`src/rtl/mmio_uart_tx_pkg.sv`:
```
// mmio_uart_tx_pkg: register offsets, STATUS bit layout and TX FSM states
package mmio_uart_tx_pkg;
    localparam logic [2:0] TXDATA_OFS = 3'd0;
    localparam logic [2:0] STATUS_OFS = 3'd4;
    localparam int ST_FULL  = 0;
    localparam int ST_EMPTY = 1;
    localparam int ST_BUSY  = 2;
    localparam int ST_OVF   = 3;
    typedef enum logic [1:0] {IDLE, START, DATA, STOP} tx_state_e;
endpackage

```
`src/rtl/mmio_uart_tx_if.sv`:
```
// mmio_uart_tx_if: CPU data-bus strobes, address and data for the UART window
interface mmio_uart_tx_if;
    logic        we;
    logic        re;
    logic [31:0] addr;
    logic [31:0] wdata;
    logic [31:0] rdata;
    modport master(output we, re, addr, wdata, input rdata);
    modport slave(input we, re, addr, wdata, output rdata);
endinterface

```
`src/rtl/mmio_uart_tx_fifo.sv`:
```
// mmio_uart_tx_fifo: first-word-fall-through byte FIFO with wrapping pointers
module mmio_uart_tx_fifo #(
    parameter int WIDTH = 8,
    parameter int DEPTH = 8
) (
    input  logic             clk,
    input  logic             rst_n,
    input  logic             i_push,
    input  logic             i_pop,
    input  logic [WIDTH-1:0] i_din,
    output logic [WIDTH-1:0] o_dout,
    output logic             o_full,
    output logic             o_empty
);
    localparam int AW = $clog2(DEPTH);
    localparam int CW = AW + 1;
    logic [WIDTH-1:0] r_mem [DEPTH];
    logic [AW-1:0]    r_wp;
    logic [AW-1:0]    r_rp;
    logic [CW-1:0]    r_cnt;
    logic             w_wr;
    logic             w_rd;
    assign o_full  = r_cnt == CW'(DEPTH);
    assign o_empty = r_cnt == '0;
    assign o_dout  = r_mem[r_rp];
    assign w_wr    = i_push && !o_full;
    assign w_rd    = i_pop && !o_empty;
    always_ff @(posedge clk or negedge rst_n) begin
        if (!rst_n) begin
            r_wp  <= '0;
            r_rp  <= '0;
            r_cnt <= '0;
        end else begin
            if (w_wr) r_wp <= r_wp + 1'b1;
            if (w_rd) r_rp <= r_rp + 1'b1;
            r_cnt <= r_cnt + CW'(w_wr) - CW'(w_rd);
        end
    end
    always_ff @(posedge clk) begin
        if (w_wr) r_mem[r_wp] <= i_din;
    end
endmodule

```
`src/rtl/mmio_uart_tx.sv`:
```
// mmio_uart_tx: memory-mapped 8N1 console transmitter with TX FIFO, sticky
// overflow flag and a per-byte sideband echo of accepted characters.
module mmio_uart_tx
    import mmio_uart_tx_pkg::*;
#(
    parameter logic [31:0] BASE_ADDR    = 32'h1000_0000,
    parameter int          CLKS_PER_BIT = 4,
    parameter int          FIFO_DEPTH   = 8
) (
    input  logic           clk,
    input  logic           rst_n,
    mmio_uart_tx_if.slave  bus,
    output logic           o_tx,
    output logic           o_tx_busy,
    output logic           o_char_valid,
    output logic [7:0]     o_char_data
);
    localparam int BW = $clog2(CLKS_PER_BIT);
    tx_state_e   r_state;
    tx_state_e   w_next;
    logic [BW-1:0] r_baud;
    logic [2:0]  r_bit;
    logic [7:0]  r_shift;
    logic        r_tx;
    logic        r_busy;
    logic        r_ovf;
    logic        r_char_valid;
    logic [7:0]  r_char_data;
    logic [31:0] r_rdata;
    logic [31:0] w_status;
    logic [7:0]  w_dout;
    logic        w_hit, w_tx_wr, w_st_rd, w_push, w_pop, w_ovf_set;
    logic        w_full, w_empty, w_bit_end;
    assign w_hit     = bus.addr[31:3] == BASE_ADDR[31:3];
    assign w_tx_wr   = bus.we && w_hit && bus.addr[2:0] == TXDATA_OFS;
    assign w_st_rd   = bus.re && w_hit && bus.addr[2:0] == STATUS_OFS;
    assign w_push    = w_tx_wr && !w_full;
    assign w_ovf_set = w_tx_wr && w_full;
    assign w_bit_end = r_baud == BW'(CLKS_PER_BIT - 1);
    assign o_tx         = r_tx;
    assign o_tx_busy    = r_busy;
    assign o_char_valid = r_char_valid;
    assign o_char_data  = r_char_data;
    assign bus.rdata    = r_rdata;
    mmio_uart_tx_fifo #(.WIDTH(8), .DEPTH(FIFO_DEPTH)) u_fifo (
        .clk     (clk),
        .rst_n   (rst_n),
        .i_push  (w_push),
        .i_pop   (w_pop),
        .i_din   (bus.wdata[7:0]),
        .o_dout  (w_dout),
        .o_full  (w_full),
        .o_empty (w_empty)
    );
    always_comb begin
        w_status         = '0;
        w_status[ST_OVF]   = r_ovf;
        w_status[ST_BUSY]  = r_busy;
        w_status[ST_EMPTY] = w_empty;
        w_status[ST_FULL]  = w_full;
    end
    // STOP pops directly into START so consecutive frames have no idle gap
    always_comb begin
        w_next = r_state;
        w_pop  = 1'b0;
        case (r_state)
            IDLE:  if (!w_empty) begin
                w_next = START;
                w_pop  = 1'b1;
            end
            START: if (w_bit_end) w_next = DATA;
            DATA:  if (w_bit_end && r_bit == 3'd7) w_next = STOP;
            STOP:  if (w_bit_end) begin
                w_next = w_empty ? IDLE : START;
                w_pop  = !w_empty;
            end
            default: w_next = IDLE;
        endcase
    end
    // tx follows the state one cycle later so the line is always a clean flop output
    always_ff @(posedge clk or negedge rst_n) begin
        if (!rst_n) begin
            r_state <= IDLE;
            r_baud  <= '0;
            r_bit   <= '0;
            r_shift <= '0;
            r_tx    <= 1'b1;
        end else begin
            r_state <= w_next;
            r_baud  <= (r_state == IDLE || w_bit_end) ? '0 : r_baud + 1'b1;
            r_bit   <= (r_state == DATA && w_bit_end) ? r_bit + 1'b1 : r_bit;
            if (w_pop) r_shift <= w_dout;
            else if (r_state == DATA && w_bit_end) r_shift <= r_shift >> 1;
            r_tx    <= r_state == START ? 1'b0 : r_state == DATA ? r_shift[0] : 1'b1;
        end
    end
    // a same-cycle overflow wins over the clear-on-read of STATUS
    always_ff @(posedge clk or negedge rst_n) begin
        if (!rst_n) begin
            r_rdata      <= '0;
            r_ovf        <= 1'b0;
            r_busy       <= 1'b0;
            r_char_valid <= 1'b0;
            r_char_data  <= '0;
        end else begin
            r_rdata      <= w_st_rd ? w_status : '0;
            r_ovf        <= w_ovf_set || (r_ovf && !w_st_rd);
            r_busy       <= r_state != IDLE || !w_empty || w_push;
            r_char_valid <= w_push;
            if (w_push) r_char_data <= bus.wdata[7:0];
        end
    end
endmodule

```
`src/flat_wrapper.sv`:
```
// flat-port wrapper written by rule: the top's interface ports become plain ports
module mmio_uart_tx_flat import mmio_uart_tx_pkg::*;
#(
    parameter logic [31:0] BASE_ADDR    = 32'h1000_0000,
    parameter int          CLKS_PER_BIT = 4,
    parameter int          FIFO_DEPTH   = 8
)
  (clk, rst_n, o_tx, o_tx_busy, o_char_valid, o_char_data, bus_we, bus_re, bus_addr, bus_wdata, bus_rdata);
  mmio_uart_tx_if bus_i ();
  input  logic clk;
  input  logic rst_n;
  output logic o_tx;
  output logic o_tx_busy;
  output logic o_char_valid;
  output logic [7:0] o_char_data;
  input wire logic [$bits(bus_i.we)-1:0] bus_we;
  input wire logic [$bits(bus_i.re)-1:0] bus_re;
  input wire logic [$bits(bus_i.addr)-1:0] bus_addr;
  input wire logic [$bits(bus_i.wdata)-1:0] bus_wdata;
  output wire logic [$bits(bus_i.rdata)-1:0] bus_rdata;
  assign bus_i.we = bus_we;
  assign bus_i.re = bus_re;
  assign bus_i.addr = bus_addr;
  assign bus_i.wdata = bus_wdata;
  assign bus_rdata = bus_i.rdata;
  mmio_uart_tx #(.BASE_ADDR(BASE_ADDR), .CLKS_PER_BIT(CLKS_PER_BIT), .FIFO_DEPTH(FIFO_DEPTH)) u_core (.clk(clk), .rst_n(rst_n), .bus(bus_i), .o_tx(o_tx), .o_tx_busy(o_tx_busy), .o_char_valid(o_char_valid), .o_char_data(o_char_data));
endmodule
```
`config.mk`:
```
export PLATFORM = sky130hd
export DESIGN_NAME = mmio_uart_tx_flat
export DESIGN_NICKNAME = d
export VERILOG_FILES = /design/src/rtl/mmio_uart_tx_pkg.sv /design/src/rtl/mmio_uart_tx_if.sv /design/src/rtl/mmio_uart_tx_fifo.sv /design/src/rtl/mmio_uart_tx.sv /design/src/flat_wrapper.sv
export SDC_FILE = /design/constraint.sdc
export NUM_CORES = 1
export LEC_CHECK = 0
export CAP_MARGIN = 20
export CELL_PAD_IN_SITES_DETAIL_PLACEMENT = 0
export CELL_PAD_IN_SITES_GLOBAL_PLACEMENT = 2
export CORE_ASPECT_RATIO = 1.75
export CORE_MARGIN = 2
export CORE_UTILIZATION = 37
export CTS_CLUSTER_DIAMETER = 120
export DETAILED_ROUTE_END_ITERATION = 6
export GPL_TIMING_DRIVEN = 0
export PLACE_DENSITY_LB_ADDON = 0.1
export SKIP_CTS_REPAIR_TIMING = 1
export SLEW_MARGIN = 5
export SYNTH_ARGS = -nofsm -noshare
export SYNTH_HDL_FRONTEND = slang
export SYNTH_SLANG_ARGS = --single-unit
```
`constraint.sdc`:
```
create_clock -name clk -period 6.3 [get_ports clk]
set_input_delay 1.26 -clock clk [delete_from_list [all_inputs] [get_ports clk]]
set_output_delay 1.26 -clock clk [all_outputs]
set_load 0.1 [all_outputs]
```
Word level (Yosys, flattened, before mapping)
Memories as Yosys holds them, arrays and structs flattened.
Cells that the tools add are included.

word-level totals
  ROM bits = 0
  bits in writable memories = 64
  memories = 1
  output and inout bits = 43
  flip-flop bits (word level) = 69
  bits of input ports = 68
  latch bits = 0
  logic and storage cells = 73

memory list
  name                 depth  bits a word  rd ports  clocked after memory_dff  write ports  line                     RTL
  u_core.u_fifo.r_mem  8      8            1         0                         1            mmio_uart_tx_fifo.sv:17  logic [WIDTH-1:0] r_mem [DEPTH];

cells by class
  muxes and demuxes = 17
  divide/modulo/power cells = 0
  shift operators = 0
  equal/unequal tests = 12
  reduce and logical (&&, ||, !) cells = 24
  add/sub/neg operators = 6
  bitwise logic cells = 0
  $mul = 0
  order comparisons = 0

operators with widths
  operator                                         count
  == test 29 x 26 -> 1 bit, second input constant  1
  two-way mux 8 bit                                2
  logical AND 1 bit                                11
  two-way mux 2 bit                                5
  adder 3 x 1 -> 3 bit, second input constant      3
  one-hot mux 2 bit (4 select lines)               1
  two-way mux 1 bit                                7
  == test 2 bit, second input constant             3
  == test 3 bit, second input constant             2
  != test 2 x 1 -> 1 bit, second input constant    3
  adder 4 x 1 -> 4 bit                             1
  == test 4 bit, second input constant             1
  zero test 4 bit                                  1
  logical OR 1 bit                                 4
  two-way mux 4 bit                                1
  AND reduction 4 bit                              1
  nonzero test 2 bit                               2
  subtractor 4 x 1 -> 4 bit                        1
  zero test 1 bit                                  3
  zero test 3 bit                                  1
  adder 2 x 1 -> 2 bit, second input constant      1
  == test 2 x 1 -> 1 bit, second input constant    1
  zero test 2 bit                                  1
  != test 2 bit, second input constant             1
  one-hot mux 1 bit (2 select lines)               1

Longest topological paths before layout
  depth in word-level cells = 7
  depth in mapped cells = 10
  depth with buffers taken out = 9

Hierarchy
Synthesis repeated with hierarchy kept, for this count alone.

second synthesis, totals
  cells, all modules = 300
  area, all modules = 4,712.0 um^2

by module, submodules not included
  module             cells each  area an instance (um^2)  instances
  mmio_uart_tx_fifo  150         3,067.9                  1
  mmio_uart_tx       150         1,644.1                  1

Worst setup path after synthesis
No wires, ideal clock.

  path kind = in2reg
  start = in bus_addr[5]
  end = mem u_core.u_fifo.r_mem[0][0] (enable)
  stages = 5
  slack = 2.821 ns
  arrival time = 3.081 ns
  setup time = 0.398 ns
  buffers on the path = 1
  path through = nor4_2 -> nand4_2 -> or2_0 -> clkbuf_1 -> nor4b_1

between the ends
  cells in the longest elaborated chain, start to end = 7

ends and longest elaborated chain
  what                                     line                     RTL
  from (decl)                              flat_wrapper.sv:18       input wire logic [$bits(bus_i.addr)-1:0] bus_addr;
  == test 29 x 26 -> 1 bit                 mmio_uart_tx.sv:34       assign w_hit = bus.addr[31:3] == BASE_ADDR[31:3];
  logical AND 1 bit (2 in a row)           mmio_uart_tx.sv:35       assign w_tx_wr = bus.we && w_hit && bus.addr[2:0] == TXDATA_OFS;
  logical AND 1 bit                        mmio_uart_tx.sv:37       assign w_push = w_tx_wr && !w_full;
  logical AND 1 bit                        mmio_uart_tx_fifo.sv:26  assign w_wr = i_push && !o_full;
  two-way mux 1 bit                        mmio_uart_tx_fifo.sv:40  if (w_wr) r_mem[r_wp] <= i_din;
  two-way mux 1 bit (implied by the code)  mmio_uart_tx_fifo.sv:40
  to (decl)                                mmio_uart_tx_fifo.sv:17

No other way between the ends.

Final worst setup path
  start = in bus_addr[17]
  end = reg u_core.u_fifo.r_cnt[2]

between the ends
  cells in the longest elaborated chain, start to end = 7

ends and longest elaborated chain
  what                            line                     RTL
  == test 29 x 26 -> 1 bit        mmio_uart_tx.sv:34
  logical AND 1 bit (2 in a row)  mmio_uart_tx.sv:35
  logical AND 1 bit               mmio_uart_tx.sv:37
  logical AND 1 bit               mmio_uart_tx_fifo.sv:26
  adder 4 x 1 -> 4 bit            mmio_uart_tx_fifo.sv:36  r_cnt <= r_cnt + CW'(w_wr) - CW'(w_rd);
  subtractor 4 x 1 -> 4 bit       mmio_uart_tx_fifo.sv:36
  to (signal assigned)            mmio_uart_tx_fifo.sv:36
  to (decl)                       mmio_uart_tx_fifo.sv:20  logic [CW-1:0] r_cnt;

No other way between the ends.
A chain may end at the register's enable or synchronous reset.

==> flow_summary.ini <==
[status]
status = finished, final reports clean

[synth]
synth_top_cell_by_area = edfxtp_1
synthCells = 303
synthAdderAreaFrac = 0.0414
synth-edff-count = 64
syn_area_um2 = 4710
synth_compound_area_frac = 0.0348
ys_seq_elements = 105
ys_types = 46
synthFlopType = edfxtp_1
ys_seq_area_frac = 0.626
synth_top_area_share = 0.408
synth_top_family_by_area = multiplexers
synthXorXnorAreaFrac = 0.0149
ys_top_cells_by_area = edfxtp_1 41%, dfrtp_1 21%, mux4_2 7.6%
yosys.area_share.simple = 0.0921
synth_warnings = 0
synth.area.mux_share = 0.126
async_reset_ff_frac = 0.390
syn_area_per_cell_um2 = 15.6

[die]
die_h_um = 153
dieArea_um2 = 13700
std_cell_rows = 54
boundaryPins = 111
core_um2 = 12400
die_width_um = 89.3
start_util = 0.379

[global_routing]
antenna_found_initial = 0
grt_usage = 0.150
grt_start_max_net_pins = 25
overflow = 0
grt_pass1_wl_um = 15100
grt_pass1_vias = 2767

[placement]
place.gp.congestion = 0.705
port_buffers = 58
hpwl_um = 7060

[finish]
fill_cells = 1111
area_growth_pct = 27.3
num_antenna_cells = 0
drive_gt1_frac = 0.254
nets = 487

[critical_path]
endpoint_kind = flop
cp_max_fo = 10
crit_arrival_ns = 4.03
rrSetupSlack_ns = 3.50
required_ns = 6.54
crit_type = input pin to flop
r2r-end = u_core.u_fifo.r_cnt[2]
critPathLaunchType = input pin
rr_startpoint = u_core.u_fifo.r_cnt[2]
reg2reg_depth = 10

[clock_network]
cts.path.max_buffers = 2
clkSlewWorstSetupHoldPaths_ns = 0.07
cts_buffers = 9
clkLatencyLatePin_ns = 0.35
cts_tree = done
root_buffer = clkbuf_16
cts.sink_count = 105
htreeDepth = 3

[routing]
drcViolationCount = 0
via_count = 2694
ant_nets = 0
drt-vias-per-instance = 4.67
wl_per_cell_um = 16.4
drt_iter0_drc = 145
drt_pre_antenna_iters = 6
routed_wl_um = 9450

[pwr]
p_total_uw = 1430
p_leak_uw = 0.00229
p_per_area_nw_per_um2 = 238
vdd_drop_max_mv = 0.138

[min_path]
min_path_cells = 1
hold_path_end = u_core.r_baud[0]
min_from = u_core.r_baud[0]
hold_path.class = flop to flop

[timing]
finalHoldViolations = 0
rsz0062_at_grt = false
slew_headroom = 0.339
fin_crit_sh = 0.602
setup_viol = 0
maxSlewViolCount = 0
post-route-min-period_ns = 3.79
worst_pin_slew_ns = 0.989
fin_skew_ns = 0.00697
max_freq_mhz = 264
fin_setup_tns_ns = 0

[flow_run]
drv_cap = 0
==> synthesized netlist by cell type (2+ instances only) <==
| cell | number |
|---|---|
| a211oi_1 | 7 |
| a21oi_1 | 12 |
| and3_1 | 7 |
| buf_2 | 3 |
| buf_4 | 28 |
| clkbuf_1 | 7 |
| dfrtp_1 | 40 |
| edfxtp_1 | 64 |
| ha_1 | 14 |
| inv_1 | 10 |
| mux2_2 | 7 |
| mux2_4 | 5 |
| mux2i_1 | 8 |
| mux4_2 | 16 |
| nand2_1 | 7 |
| nand2b_1 | 2 |
| nand3_1 | 3 |
| nor2_1 | 2 |
| nor2b_1 | 2 |
| nor3_1 | 13 |
| nor3b_1 | 5 |
| nor4_1 | 4 |
| nor4_2 | 4 |
| nor4_4 | 2 |
| nor4b_1 | 2 |
| o21ai_0 | 2 |
| o31ai_1 | 2 |
| xnor2_1 | 5 |
| xor2_1 | 3 |
==> worst max path at each step <==
stage / startpoint / end / slack, ns
final: bus_addr[17] / u_core.u_fifo.r_cnt[2] / 2.51
after global routing: bus_addr[17] / u_core.u_fifo.r_mem[4][1] / 2.20
after floorplan: bus_addr[5] / u_core.u_fifo.r_mem[0][0] / 2.82
after global placement: bus_addr[17] / u_core.u_fifo.r_mem[0][4] / 1.19
after CTS: bus_addr[17] / u_core.u_fifo.r_cnt[2] / 2.39
after detailed placement: bus_addr[17] / u_core.u_fifo.r_cnt[2] / 2.03
==> layer usage <==
layer,global-route usage,part of all wire,up-vias,routed length (µm)
met5,0,0,-,0
met4,0.0448,0.015,0,138
met3,0.0308,0.040,8,375
met2,0.266,0.56,82,5320
met1,0.178,0.38,1315,3610
li1,-,-,1289,-
==> worst max-delay path, stage by stage <==
cell             delay, ns
clkdlybuf4s50_1       0.40
nor4_1                0.32
nand4_1               0.33
nor4_4                0.57
buf_6                 0.25
xnor2_1               0.14
ha_1                  0.19
inv_1                 0.06
fa_1                  0.37
xnor2_1               0.14
==> registers in the layout (all words and copies together), names as in the netlist <==
signal and count:
u_core.u_fifo.r_wp 3, u_core.r_baud 2, u_core.o_char_valid 1, u_core.u_fifo.r_mem 64, u_core.r_shift 8, u_core.r_ovf 1, u_core.r_state 2, u_core.o_tx 1
u_core.u_fifo.r_cnt 4, u_core.r_bit 3, u_core.o_char_data 8, u_core.o_tx_busy 1, u_core.u_fifo.r_rp 3, u_core.bus.rdata 4
==> metrics by stage <==
| stage | instances | setup WS, ns | hold slack [ns] | util | cell area (µm²) |
|---|---|---|---|---|---|
| 2_1_floorplan | 330 | 2.82 | 0.408 | - | 4820 |
| 3_3_place_gp | 556 | 1.19 | 0.420 | 0.451 | 5610 |
| 3_5_place_dp | 561 | 2.03 | 0.430 | 0.458 | 5700 |
| 4_1_cts | 577 | 2.39 | 0.440 | 0.483 | 6000 |
| 5_1_grt | 577 | 2.20 | 0.472 | 0.483 | 6000 |
| 6_report | 577 | 2.51 | 0.439 | 0.483 | 6000 |
==> kinds of logic after synthesis <==
logic type | count (synthesis)
AO/OA/AOI/OAI | 26
XOR/XNOR | 8
adder cells (fa/ha/maj) | 15
buffers and inverters | 50
flip-flops | 105
multiplexers | 36
other | 1
AND/OR/NAND/NOR | 62
==> where the power goes <==
group	total (µW)	internal, µW	switching, µW
clock network	568	311	257
logic	131	37.9	93.1
registers	731	731	0.0000325
total	1430	1080	351
==> final cells by class <==
type | instances | area (µm²) | area share
multi-input cells | 175 | 1610 | 0.268
clock inverters | 7 | 78.8 | 0.0131
flip-flops and latches | 105 | 2950 | 0.491
inverters | 10 | 37.5 | 0.00626
well taps | 168 | 210 | 0.0350
plain buffers | 40 | 267 | 0.0444
repair buffers | 63 | 626 | 0.104
clock buffers | 9 | 225 | 0.0375
==> layout by cell type (no fill, tap or decap), drive strengths merged, types with 2 or more instances in the layout <==
| master | count |
|---|---|
| conb | 28 |
| inv | 11 |
| edfxtp | 64 |
| o21ai | 2 |
| nor4b | 3 |
| xnor2 | 5 |
| mux2i | 8 |
| nor3b | 5 |
| nand4 | 2 |
| ha | 14 |
| nor2b | 2 |
| clkinv | 2 |
| buf | 39 |
| nor2 | 2 |
| nand3 | 3 |
| a211oi | 7 |
| o31ai | 2 |
| mux2 | 12 |
| nor4 | 10 |
| clkinvlp | 3 |
| nand2b | 2 |
| clkbuf | 16 |
| or2 | 2 |
| dfrtp | 40 |
| xor2 | 3 |
| clkdlybuf4s50 | 57 |
| nor3 | 14 |
| nand2 | 7 |
| mux4 | 16 |
| a21oi | 12 |
| and3 | 7 |
Power figures use the tool's default switching activity.
